## config.mk

```make
export PLATFORM = sky130hd
export DESIGN_NAME = lcd_msg_writer
export DESIGN_NICKNAME = d
export VERILOG_FILES = /design/src/rtl/lcd_msg_writer.sv
export SDC_FILE = /design/constraint.sdc
export NUM_CORES = 1
export LEC_CHECK = 0
export CAP_MARGIN = 20
export CORE_MARGIN = 5
export CORE_UTILIZATION = 55
export DETAILED_ROUTE_END_ITERATION = 10
export GPL_ROUTABILITY_DRIVEN = 0
export PLACE_DENSITY_LB_ADDON = 0.12
export SYNTH_ARGS = -nofsm -noshare
export SYNTH_HDL_FRONTEND = slang
export SYNTH_SLANG_ARGS = --single-unit
```

## constraint.sdc

```tcl
create_clock -name clk -period 7.6 [get_ports clk]
set_input_delay 1.52 -clock clk [delete_from_list [all_inputs] [get_ports clk]]
set_output_delay 1.52 -clock clk [all_outputs]
set_load 0.01 [all_outputs]
```

## src/rtl/lcd_msg_writer.sv

```systemverilog
// lcd_msg_writer: streams a two-line, 32-character message to an LCD controller.
// Build option LCD_MSG_WRITER_CLEAR_EN prepends a clear-display command (0x001).
module lcd_msg_writer (
  input  logic       clk,
  input  logic       rst_n,
  input  logic       start,
  input  logic       load_we,
  input  logic [4:0] load_addr,
  input  logic [7:0] load_data,
  input  logic       lcd_busy,
  output logic       lcd_enable,
  output logic [9:0] lcd_bus,
  output logic       active,
  output logic       done
);

`ifdef LCD_MSG_WRITER_CLEAR_EN
  localparam logic [5:0] OFS = 6'd1;
`else
  localparam logic [5:0] OFS = 6'd0;
`endif
  localparam logic [5:0] LAST = 6'd33 + OFS;

  typedef enum logic [2:0] {
    IDLE,
    WAIT_RDY,
    ISSUE,
    WAIT_ACK,
    WAIT_DONE
  } state_t;

  state_t     r_state;
  state_t     w_next;
  logic [7:0] r_buf [32];
  logic [5:0] r_idx;
  logic [5:0] w_idx_next;
  logic [5:0] w_pos;
  logic [9:0] w_xfer;
  logic       w_done;
  logic       r_enable;
  logic [9:0] r_bus;
  logic       r_active;
  logic       r_done;

  assign lcd_enable = r_enable;
  assign lcd_bus    = r_bus;
  assign active     = r_active;
  assign done       = r_done;

  always_ff @(posedge clk or negedge rst_n) begin
    if (!rst_n) begin
      for (int i = 0; i < 32; i++) r_buf[i] <= 8'h20;
    end else if (load_we && !r_active) begin
      r_buf[load_addr] <= load_data;
    end
  end

  always_comb begin
    w_next     = r_state;
    w_idx_next = r_idx;
    w_done     = 1'b0;
    unique case (r_state)
      IDLE: begin
        if (start) begin
          w_next     = WAIT_RDY;
          w_idx_next = '0;
        end
      end
      WAIT_RDY: if (!lcd_busy) w_next = ISSUE;
      ISSUE:    w_next = WAIT_ACK;
      WAIT_ACK: if (lcd_busy) w_next = WAIT_DONE;
      WAIT_DONE: begin
        if (!lcd_busy) begin
          if (r_idx == LAST) begin
            w_next = IDLE;
            w_done = 1'b1;
          end else begin
            w_next     = ISSUE;
            w_idx_next = r_idx + 6'd1;
          end
        end
      end
      default: w_next = IDLE;
    endcase
  end

  // Position within the 34-entry line sequence, after any clear command.
  always_comb begin
    w_pos  = w_idx_next - OFS;
    w_xfer = 10'h000;
    if (OFS != 6'd0 && w_idx_next == 6'd0)
      w_xfer = 10'h001;
    else if (w_pos == 6'd0)
      w_xfer = 10'h080;
    else if (w_pos == 6'd17)
      w_xfer = 10'h0C0;
    else if (w_pos < 6'd17)
      w_xfer = {2'b10, r_buf[w_pos[4:0] - 5'd1]};
    else
      w_xfer = {2'b10, r_buf[w_pos[4:0] - 5'd2]};
  end

  always_ff @(posedge clk or negedge rst_n) begin
    if (!rst_n) begin
      r_state  <= IDLE;
      r_idx    <= '0;
      r_enable <= 1'b0;
      r_bus    <= '0;
      r_active <= 1'b0;
      r_done   <= 1'b0;
    end else begin
      r_state  <= w_next;
      r_idx    <= w_idx_next;
      r_enable <= (w_next == ISSUE);
      r_bus    <= (w_next == IDLE) ? 10'h000 : w_xfer;
      r_active <= (w_next != IDLE);
      r_done   <= w_done;
    end
  end

endmodule
```

; Word-level counts from Yosys, hierarchy flattened
; Cells that the tools add are included.
; W data, S select, Z words.
[classes]
eq_ne = 7
n_shift = 0
div = 0
n_bitwise = 3
magnitude_cmp = 5
n_reduce_logical = 7
n_addsub = 3
n_mul = 0
mux = 26
[op_table]
columns = op, n
row1 = $bwmux W256, 1
row2 = $bmux W8 S5, 2
row3 = $mux W8, 6
row4 = $demux W8 S5, 1
row5 = $mux W10, 3
row6 = $ge A6 B6 Y1 const B, 3
row7 = $mux W6, 3
row8 = $not A5 Y6, 3
row9 = $pmux W3 S5, 1
row10 = $mux W3, 4
row11 = $pmux W6 S2, 1
row12 = $eq A3 B2 Y1 const B, 3
row13 = $add A6 B1 Y6 const B, 1
row14 = $eq A6 B5 Y1 const B, 1
row15 = $eq A6 B6 Y1 const B, 1
row16 = $logic_not A3 Y1, 2
row17 = $logic_not A6 Y1, 1
row18 = $lt A6 B1 Y1 const B, 1
row19 = $lt A6 B5 Y1 const B, 1
row20 = $sub A5 B1 Y5 const B, 1
row21 = $sub A5 B2 Y5 const B, 1
row22 = $eq A3 B1 Y1 const B, 1
row23 = $eq A3 B3 Y1 const B, 1
row24 = $mux W1, 3
row25 = other kinds (4), 5
[word_totals]
reg_bits = 278
out_inout_bits = 13
romBits = 0
ramBits = 0
latch_bits = 0
elab_cells = 89
mem_count = 0
inputBits = 18

; Logic depth before layout (Yosys ltp)
; Gate-level depths: netlist of the first run.
[depth]
ltp_word = 13
ltp_mapped = 19

; Worst setup path before layout of the first run
; Ideal clock, no wire load.
[synth_timing]
kind = input port to flip-flop
from = input start
to = register r_bus[6], in the netlist lcd_bus[6]
setup_slack_ns = 2.505
arrival_time_ns = 4.957
required_time_ns = 7.461
path_stages = 16
path_buffers = 5
cell_sequence = nor2_1 o21a_1 a311oi_2 buf_4 buf_2 buf_2 clkbuf_1 ha_1 xor2_2 buf_2 mux2i_1 nand3_1 o2111a_1 o32a_1 o21ai_1 a21oi_1
[synth_between]
elab_chain_len = 11
word_cells_on_any_way = 22
cone_classes = 2 x add/sub / 1 x order compare / 1 x eq/ne / 14 x mux / 2 x bitwise / 2 x reduce/logical
[synth_lines]
columns = element, line
row1 = from (decl), 6  ; input logic start,
row2 = $mux W6, 64  ; if (start) begin
row3 = $pmux W6 S2, 62  ; unique case (r_state)
row4 = $sub A5 B2 Y5 or $sub A5 B1 Y5 (tied branches), "100, 98"
row5 = $not A5 Y6 (on tied branches), "100, 98"
row6 = $bmux W8 S5 (on tied branches), "100, 98"
row7 = $mux W8 (on tied branches) (2 in series), "100, 98"
row8 = $mux W8, 97  ; else if (w_pos < 6'd17)
row9 = $mux W10, 95  ; else if (w_pos == 6'd17)
row10 = $mux W10, 93  ; else if (w_pos == 6'd0)
row11 = $mux W10 *, 115  ; r_bus <= (w_next == IDLE) ? 10'h000 : w_xfer;
row12 = to (signal assigned), 115
row13 = to (decl), 41  ; logic [9:0] r_bus;
; Every way passes the cells marked *; elsewhere a longest branch is shown, timed or not. The select of a mux whose other input is x is not followed.
; A chain may end at the register's enable or synchronous reset.

; Final worst setup path of the first run
[layout_timing]
from = input lcd_busy
to = register r_bus[6], in the netlist lcd_bus[6]
[layout_between]
elab_chain_len = 11
word_cells_on_any_way = 24
cone_classes = 2 x add/sub / 1 x order compare / 1 x eq/ne / 16 x mux / 2 x bitwise / 2 x reduce/logical
[layout_lines]
columns = element, line
row1 = from (decl), 10  ; input logic lcd_busy,
row2 = $mux W6 *, 73  ; if (!lcd_busy) begin
row3 = $pmux W6 S2 *, 62
row4 = net w_idx_next[2], 36  ; logic [5:0] w_idx_next;
row5 = $sub A5 B2 Y5 or $sub A5 B1 Y5 (tied branches), "100, 98"
row6 = $not A5 Y6 (on tied branches), "100, 98"
row7 = $bmux W8 S5 (on tied branches), "100, 98"
row8 = $mux W8 (on tied branches) (2 in series), "100, 98"
row9 = $mux W8, 97
row10 = $mux W10, 95
row11 = $mux W10 *, 93
row12 = $mux W10 *, 115
; Mark *: on every way through the listed nets, which the timed path passes. The rest lies on a longest branch. The select of a mux whose other input is x is not followed.

==> results of run 1 <==
==> state kept, by name, summed over array words and instances, names as in the netlist <==
register	flops
active	1
r_state	3
lcd_bus	9
lcd_enable	1
r_buf	256
done	1
r_idx	6
==> final cells by class <==
type / instances / share of cell area (%)
clock buffers: 47 / 5.600
clock inverters: 10 / 0.7967
inverters: 9 / 0.2166
multi-input cells: 768 / 44.39
flip-flops and latches: 277 / 43.10
well taps: 335 / 2.591
repair buffers: 53 / 3.310
==> layout by cell type (no fill, tap or decap), types with 7 or more instances in the layout <==
master,instances
sky130_fd_sc_hd__clkbuf_1,9
sky130_fd_sc_hd__a21oi_1,19
sky130_fd_sc_hd__nand3_1,28
sky130_fd_sc_hd__o21ai_1,8
sky130_fd_sc_hd__mux4_2,45
sky130_fd_sc_hd__clkbuf_8,7
sky130_fd_sc_hd__dfrtp_1,245
sky130_fd_sc_hd__clkinv_2,7
sky130_fd_sc_hd__nand2b_1,7
sky130_fd_sc_hd__mux2i_1,144
sky130_fd_sc_hd__a31oi_1,7
sky130_fd_sc_hd__dfstp_2,32
sky130_fd_sc_hd__a311oi_1,11
sky130_fd_sc_hd__and3_1,16
sky130_fd_sc_hd__nand2_1,104
sky130_fd_sc_hd__inv_1,7
sky130_fd_sc_hd__nor2_1,30
sky130_fd_sc_hd__clkdlybuf4s50_1,28
sky130_fd_sc_hd__a211oi_1,7
sky130_fd_sc_hd__clkbuf_16,31
sky130_fd_sc_hd__o21ai_0,10
sky130_fd_sc_hd__buf_4,20
sky130_fd_sc_hd__mux2_2,260
==> cells by family (layout without fill, tap and decap cells) <==
group / after synthesis / in the layout / synth area share [%]
muxes: 449 / 449 / 37.17
DFF: 277 / 277 / 48.14
and+or+nand+nor: 220 / 220 / 7.127
buffers and inverters: 89 / 119 / 2.566
AOI/OAI and AO/OA: 85 / 85 / 3.983
xor gates and xnor gates: 9 / 9 / 0.6480
adders and majority gates: 4 / 4 / 0.3456
other: 1 / 1 / 0.02589
==> report_power, final <==
group,switching [µW],internal [µW]
Combinational,1120,897
Sequential,172,1740
Clock,592,917
==> routing by layer <==
metal,global-route usage [%],part of all wire [%],vias to the layer above
li1,-,-,4188
met1,37.59,45,4801
met2,38.69,45,305
met3,5.190,6.9,74
met4,7.997,3.1,0
met5,0,0,-
==> worst max-delay path: cells and delay by family <==
family	cells	cell delay, ns
adders and majority gates	1	0.33
and+or+nand+nor	3	0.52
xor gates and xnor gates	1	0.67
AOI/OAI and AO/OA	6	1.50
buffers and inverters	3	1.16
==> stage by stage <==
step,area (µm²),hold WS (ns),utilization [%]
after floorplan,14480,0.4787,-
after global placement,15070,0.4865,58.00
after detailed placement,15070,0.4935,58.00
after CTS,16110,0.5070,61.98
after global routing,16180,0.5100,62.25
final,16180,0.5027,62.25
==> worst max path at each step <==
stage	start	to	slack, ns
3_3_place_gp	lcd_busy	lcd_bus[6]$_DFF_PN0_	1.86
6_report	lcd_busy	lcd_bus[6]$_DFF_PN0_	2.29
4_1_cts	lcd_busy	lcd_bus[6]$_DFF_PN0_	2.33
2_1_floorplan	start	lcd_bus[6]$_DFF_PN0_	2.50
3_5_place_dp	lcd_busy	lcd_bus[6]$_DFF_PN0_	1.76
5_1_grt	lcd_busy	lcd_bus[6]$_DFF_PN0_	2.02
==> results.txt, run 1 <==
* Status: finished, final reports clean
- Clock buffer count from CTS: 31
* Worst hold endpoint: r_buf[243]$_DFFE_PN0P_
- Tightest Pin Transition: 1.094 ns
- Crit. End Element: flip-flop
- Most area-hungry cell type in the Yosys netlist: sky130_fd_sc_hd__dfrtp_1
- Wire length of the first global-routing pass: 57.89 mm
- Cell chain of the critical path: clkdlybuf4s50_1 -> and3b_1 -> nand3b_1 -> o2bb2ai_1 -> inv_1 -> ha_1 -> xor2_4 -> buf_4 -> nand3_1 -> a41oi_1 -> a311oi_1 -> o32a_1 -> o21ai_1 -> a21oi_1
- Detailed Route WL: 37.00 mm
- Post-layout min period: 5.305 ns
- Entering global routing, the biggest net connects 182 pins.
* Number of cells on the worst reg-to-reg path: 13
* Vias per inst: 6.249
- Site row count: 59
* Post-synthesis async set-or-reset flop share: 100.0%
* Initial Util: 55.73%
* Setup Slack @ Placement: 1.763 ns
- After the first detailed-routing iteration, the DRC count stood at 828.
* Worst Path Class, Setup: in -> reg
- Sequential cell area fraction in the yosys report: 48.14%
- Counting tap cells, the placed design contains a total of 1439 instances.
* Post-route fraction of the period consumed by the critical path: 69.81%
- Summing all flip-flop and latch instances after layout gives 6972 µm².
* Number of detailed-routing iterations run before antenna repair: 5
* Number of enable-type register cells in the synthesized netlist: 0
* CP max-delay cell: sky130_fd_sc_hd__xor2_4
- The region available for standard cell placement spans 25980 µm².
- The cell area that synthesis handed to floorplanning was 14480 µm².
- The root buffer cell chosen for the clock tree is sky130_fd_sc_hd__clkbuf_16.
- Vias in the first global route: 9434
- The most used flip-flop cell after synthesis is sky130_fd_sc_hd__dfrtp_1.
* RSZ-0062 raised after global routing: no
* Worst reg2reg endpoint: lcd_bus[6]$_DFF_PN0_
* IO Port Bufs: 29
- Final non-filler cell total: 1499
- TritonCTS built the clock tree.
- Count of pins over their slew limit: 0
* Overall power: 5448 µW
* Net Count, Synth: 1156
- Die Wd: 172.3 µm
- Reg-to-reg critical path startpoint: r_state[2]$_DFF_PN0_
* Maximum fanout encountered on the critical timing path: 19
* Gate count of the mapped netlist: 1134
- For this run, the post-layout net count is 1162.
- Clock Pin Slew Worst Setup and Hold Paths: 0.06 ns
- Sorting the synthesized cells by area gives the leading types as sky130_fd_sc_hd__dfrtp_1 42%, sky130_fd_sc_hd__mux2_2 20%, sky130_fd_sc_hd__mux2i_1 10%, sky130_fd_sc_hd__mux4_2 7.0%, sky130_fd_sc_hd__dfstp_2 5.8%.
- After layout, the worst setup slack is 2.295 ns.
* Number of DRC violations after detailed routing: 0
* Worst Setup Start Kind: input pin
- The final hold violation count is 0.
* Highest Clock Rate: 0.1885 GHz
- Power spread over the standard cell area amounts to 336.8 nW/µm².
* Most instantiated cells after synthesis: 260 x sky130_fd_sc_hd__mux2_2, 245 x sky130_fd_sc_hd__dfrtp_1, 144 x sky130_fd_sc_hd__mux2i_1, 104 x sky130_fd_sc_hd__nand2_1, 54 x sky130_fd_sc_hd__clkbuf_1
- sky130_fd_sc_hd__mux2_2 is the most common cell in the netlist.
- Number of synthesized register bits: 277
- Synth unique cells: 59
* Growth of design area from synthesis to finish: 11.70%
- In this run the mean area of a mapped cell was 12.77 µm².
- Maximum clock path buffer count: 3
- Crit path largest cell delay: 0.67 ns
- All-layer global routing usage: 25.60%
* DP Wirelength: 24.01 mm
- # hold bufs at CTS: 0
- For this run, the number of Yosys warnings is 0.
- Once detail routing completed, the nets flagged for antenna violations numbered 0.
- Top-level port count: 31
- Dividing the detail-routed wire length by the instance count gives 24.68 µm.
- Clock latency at the later pin of the worst-skew pair: 0.55 ns
- LEAKAGE: 0.007619 µW
* Buffers inserted during post-CTS setup optimization: 0
* Filler Cells Inserted: 2036
- Across the run, the number of max-cap violations was 0.
- Fraction of layout instances using a drive strength above 1: 36.00%
* Clk sinks: 277
- Multi-input combinational cell area: 7181 µm²
* Vias after detailed routing: 9368
* Final Setup Violations: 0
* Hold Path Origin: r_buf[243]$_DFFE_PN0P_
- For the final routed database, the setup TNS stands at 0 ns.
* Kind of path behind the tightest hold check: reg -> reg
- In this run, post-CTS repair resized a total of 0 instances.
* Required time at the worst-slack endpoint: 8.00 ns
* Hold Path Cell Cnt: 1
- Die height: 172.3 µm
* Final worst clock skew: 0.01050 ns
- IR analysis of the VDD net gives a maximum drop of 0.2632 mV.
- The initial antenna violation count is 0.
- Relative slew slack: 26.79%
- The repair_antennas step left the layout with diodes totalling 0.
- The die covers 29680 µm².
- CTS H-tree depth: 1
* Worst Path Arrival: 5.70 ns
* Worst setup slack for register-to-register paths: 3.05 ns
* Portion of synthesized cell area occupied by the leading cell type: 42.33%
- Sum of overflow across all layers after global routing: 0
No activity file was read; power rests on OpenSTA's default activity.
==> run 2, diff against run 1 <==
==> constraint.sdc (replaced) <==
create_clock -name clk -period 5.1 [get_ports clk]
set_input_delay 1.02 -clock clk [delete_from_list [all_inputs] [get_ports clk]]
set_output_delay 1.02 -clock clk [all_outputs]
set_load 0.01 [all_outputs]
==> run 2 against run 1 <==
  * Cell count is 0.53% higher
  * Count of clock-buffer cells in the layout is 4 lower
  * Combinational power is 54% higher
  * Final area is 0.78% higher
  * Core utilization is 0.49 points higher
  * Critical path depth is 1 lower
  * Critical endpoint is now lcd_bus[0]$_DFF_PN0_
  * Highest routed layer is now met5
==> results.txt, run 2 (synthesis results as in run 1) <==
* Count of pins over their slew limit: 0 (unchanged)
- Clock latency at the later pin of the worst-skew pair: 0.55 ns (about the same)
* Die height: 172.3 µm (unchanged)
- TritonCTS built the clock tree.
- Fraction of layout instances using a drive strength above 1: 36.69% (+0.69 points)
* Final worst clock skew: 0.01237 ns (+0.001874 ns)
* Number of detailed-routing iterations run before antenna repair: 8 (+3)
- The multi-input gate area in the final layout is 7181 µm² (unchanged).
* CTS H-tree depth: 1 (unchanged)
* Crit. End Element: flip-flop
* Sum of overflow across all layers after global routing: 0 (unchanged)
* RSZ-0062 raised after global routing: no
* Number of cells on the worst reg-to-reg path: 13 (unchanged)
- The root buffer cell chosen for the clock tree is sky130_fd_sc_hd__clkbuf_16.
- Core region area: 25980 µm² (unchanged)
* Worst Path Class, Setup: reg -> reg
* Final Setup Violations: 0 (unchanged)
- Per-cell routed wire length: 24.95 µm (+1.1%)
- The number of buffers added for setup after CTS was 0 (unchanged).
- Final Hold Vio Count: 0 (unchanged)
- Clk sinks: 277 (unchanged)
- Die area: 29680 µm² (unchanged)
* LEAKAGE: 0.007693 µW (+0.97%)
- The largest fanout of any net on the critical path is 14 (-5).
- Status: finished, final reports clean
- Max reg flops: 256 (unchanged)
- Vias after detailed routing: 9468 (+1.1%)
- STA classifies the critical path startpoint as a flip-flop.
- The overall fraction of global-route tracks in use was 25.65% (+0.057 points).
* Initial detailed-routing violation count: 938 (+13%)
- The number of I/O pins is 31 (unchanged).
* Commonest non-fill, non-tap cells in the layout: 260 x sky130_fd_sc_hd__mux2_2, 245 x sky130_fd_sc_hd__dfrtp_1, 144 x sky130_fd_sc_hd__mux2i_1
- The largest net degree at the start of global routing was 123 (-32%).
- The total number of nets in the final design was 1170 (+0.69%).
* Growth of design area from synthesis to finish: 12.57%
* Detailed Route WL: 37.59 mm (+1.6%)
* IO Port Bufs: 29 (unchanged)
* Kind of path behind the tightest hold check: reg -> reg
- Antenna-violating nets left: 0 (unchanged)
- The area taken by flip-flops and latches was 6972 µm² (unchanged).
- Maximum clock path buffer count: 3 (unchanged)
- The final total negative setup slack came to 0 ns (unchanged).
- The endpoint arrival time on the critical path was 4.83 ns (-0.87 ns).
- Static timing analysis puts the maximum clock frequency at 0.2291 GHz.
- DP Wirelength: 24.50 mm (+2.0%)
* Total inserted antenna cells: 0 (unchanged)
* Most frequent standard cell in the layout excluding fill and tap cells: sky130_fd_sc_hd__mux2_2
- The post-cts repair resize count was 0 (unchanged).
- Tightest Pin Transition: 1.138 ns (+0.04349 ns)
- The initial antenna violation count is 1 (+1).
- Total of max-cap violations: 0 (unchanged)
- Setup Slack @ Placement: 0.2302 ns (-1.533 ns)
- Setup slack of the critical path after layout: 0.7355 ns (-1.559 ns)
- The clock-pin transition on the worst setup and hold timing paths is 0.06 ns (about the same).
- The number of cells on the worst hold path came to 1 (unchanged).
* Die Wd: 172.3 µm (unchanged)
- Relative slew slack: 23.88% (-2.9 points)
* Vias in the first global route: 9346 (-0.93%)
- The number of buffers created by CTS came to 30 (-3.2%).
* Power Density: 506.8 nW/µm² (+50%)
- The number of design rule violations left after detail routing is 0 (unchanged).
- Initial Util: 55.73% (unchanged)
* Required time at the worst-slack endpoint: 5.56 ns (-2.44 ns)
- The site row count came to 59 (unchanged).
- r_buf holds more flip-flops than any other register.
- The number of hold-repair buffers added at the cts stage is 0 (unchanged).
- Filler Cells Inserted: 2030 (-0.29%)
- The first-pass GRT wire length was 57.97 mm (+0.13%).
- Subtracting the final worst setup slack from the clock period gives 4.364 ns.
- Post-route fraction of the period consumed by the critical path: 85.58%
- The vias per cell is 6.283 (+0.53%).
- The peak supply drop came to 0.5544 mV (+110%).
-- run 2: cell count changes in the layout (fill, tap and decap cells not counted), sizes merged --
| cell | previous run | this run |
|---|---|---|
| buf | 25 | 34 |
| bufinv | 3 | 4 |
| clkinv | 8 | 10 |
| clkbuf | 47 | 43 |
-- run 2: worst paths after layout --
check	from	endpoint	slack, ns
hold reg to reg	r_buf[116]$_DFFE_PN0P_	r_buf[116]$_DFFE_PN0P_	0.50
max in group asynchronous	rst_n	r_buf[13]$_DFFE_PN1P_	3.44
setup / recovery	r_idx[1]$_DFF_PN0_	lcd_bus[0]$_DFF_PN0_	0.74
min in group asynchronous	rst_n	r_state[0]$_DFF_PN0_	0.59
setup reg to reg	r_idx[1]$_DFF_PN0_	lcd_bus[0]$_DFF_PN0_	0.74
hold / removal	r_buf[116]$_DFFE_PN0P_	r_buf[116]$_DFFE_PN0P_	0.50
-- run 2: worst max-delay path, cell delays in order, from the launching register on --
cell and delay [ns]:
sky130_fd_sc_hd__dfrtp_1 0.45, sky130_fd_sc_hd__inv_1 0.09, sky130_fd_sc_hd__ha_1 0.14, sky130_fd_sc_hd__or3b_1 0.42, sky130_fd_sc_hd__o2111a_1 0.29, sky130_fd_sc_hd__a311oi_4 0.46, sky130_fd_sc_hd__ha_1 0.41, sky130_fd_sc_hd__xor2_4 0.55
sky130_fd_sc_hd__buf_12 0.23, sky130_fd_sc_hd__mux2i_1 0.09, sky130_fd_sc_hd__mux4_2 0.47, sky130_fd_sc_hd__a211oi_1 0.45, sky130_fd_sc_hd__a21oi_1 0.08, sky130_fd_sc_hd__o22ai_1 0.14
-- run 2: where the power goes --
group | internal (µW) | leakage, µW | switching, µW | total [µW]
clock network | 1400 | 0.000524 | 887 | 2280
logic | 1420 | 0.00350 | 1700 | 3120
registers | 2600 | 0.00367 | 256 | 2860
total | 5420 | 0.00769 | 2840 | 8260
-- run 2: metal layers --
metal  up-vias  global-route usage, %  wire length, µm
met5         -                      0               12
met4         2                  5.913              843
met3        55                  4.367             2404
met2       282                  39.30            17010
met1      4933                  38.72            17320
li1       4196                      -                -
-- run 2: layout make-up --
type | count | share of cell area [%]
multi-input cells | 768 | 44.04
clock inverters | 13 | 1.013
inverters | 9 | 0.2149
well taps | 335 | 2.571
clock buffers | 43 | 5.403
flip-flops and latches | 277 | 42.76
repair buffers | 62 | 3.991
-- run 2: through the flow --
stage | area, µm² | total power [µW] | hold WS (ns) | utilization, % | instances
after global routing | 16300 | 8637 | 0.5094 | 62.74 | 1507
final | 16300 | 8262 | 0.5014 | 62.74 | 1507
after global placement | 15220 | 5923 | 0.4864 | 58.58 | 1449
after floorplan | 14480 | 4948 | 0.4787 | - | 1134
after CTS | 16270 | 8278 | 0.5043 | 62.61 | 1505
after detailed placement | 15220 | 5979 | 0.4914 | 58.58 | 1449
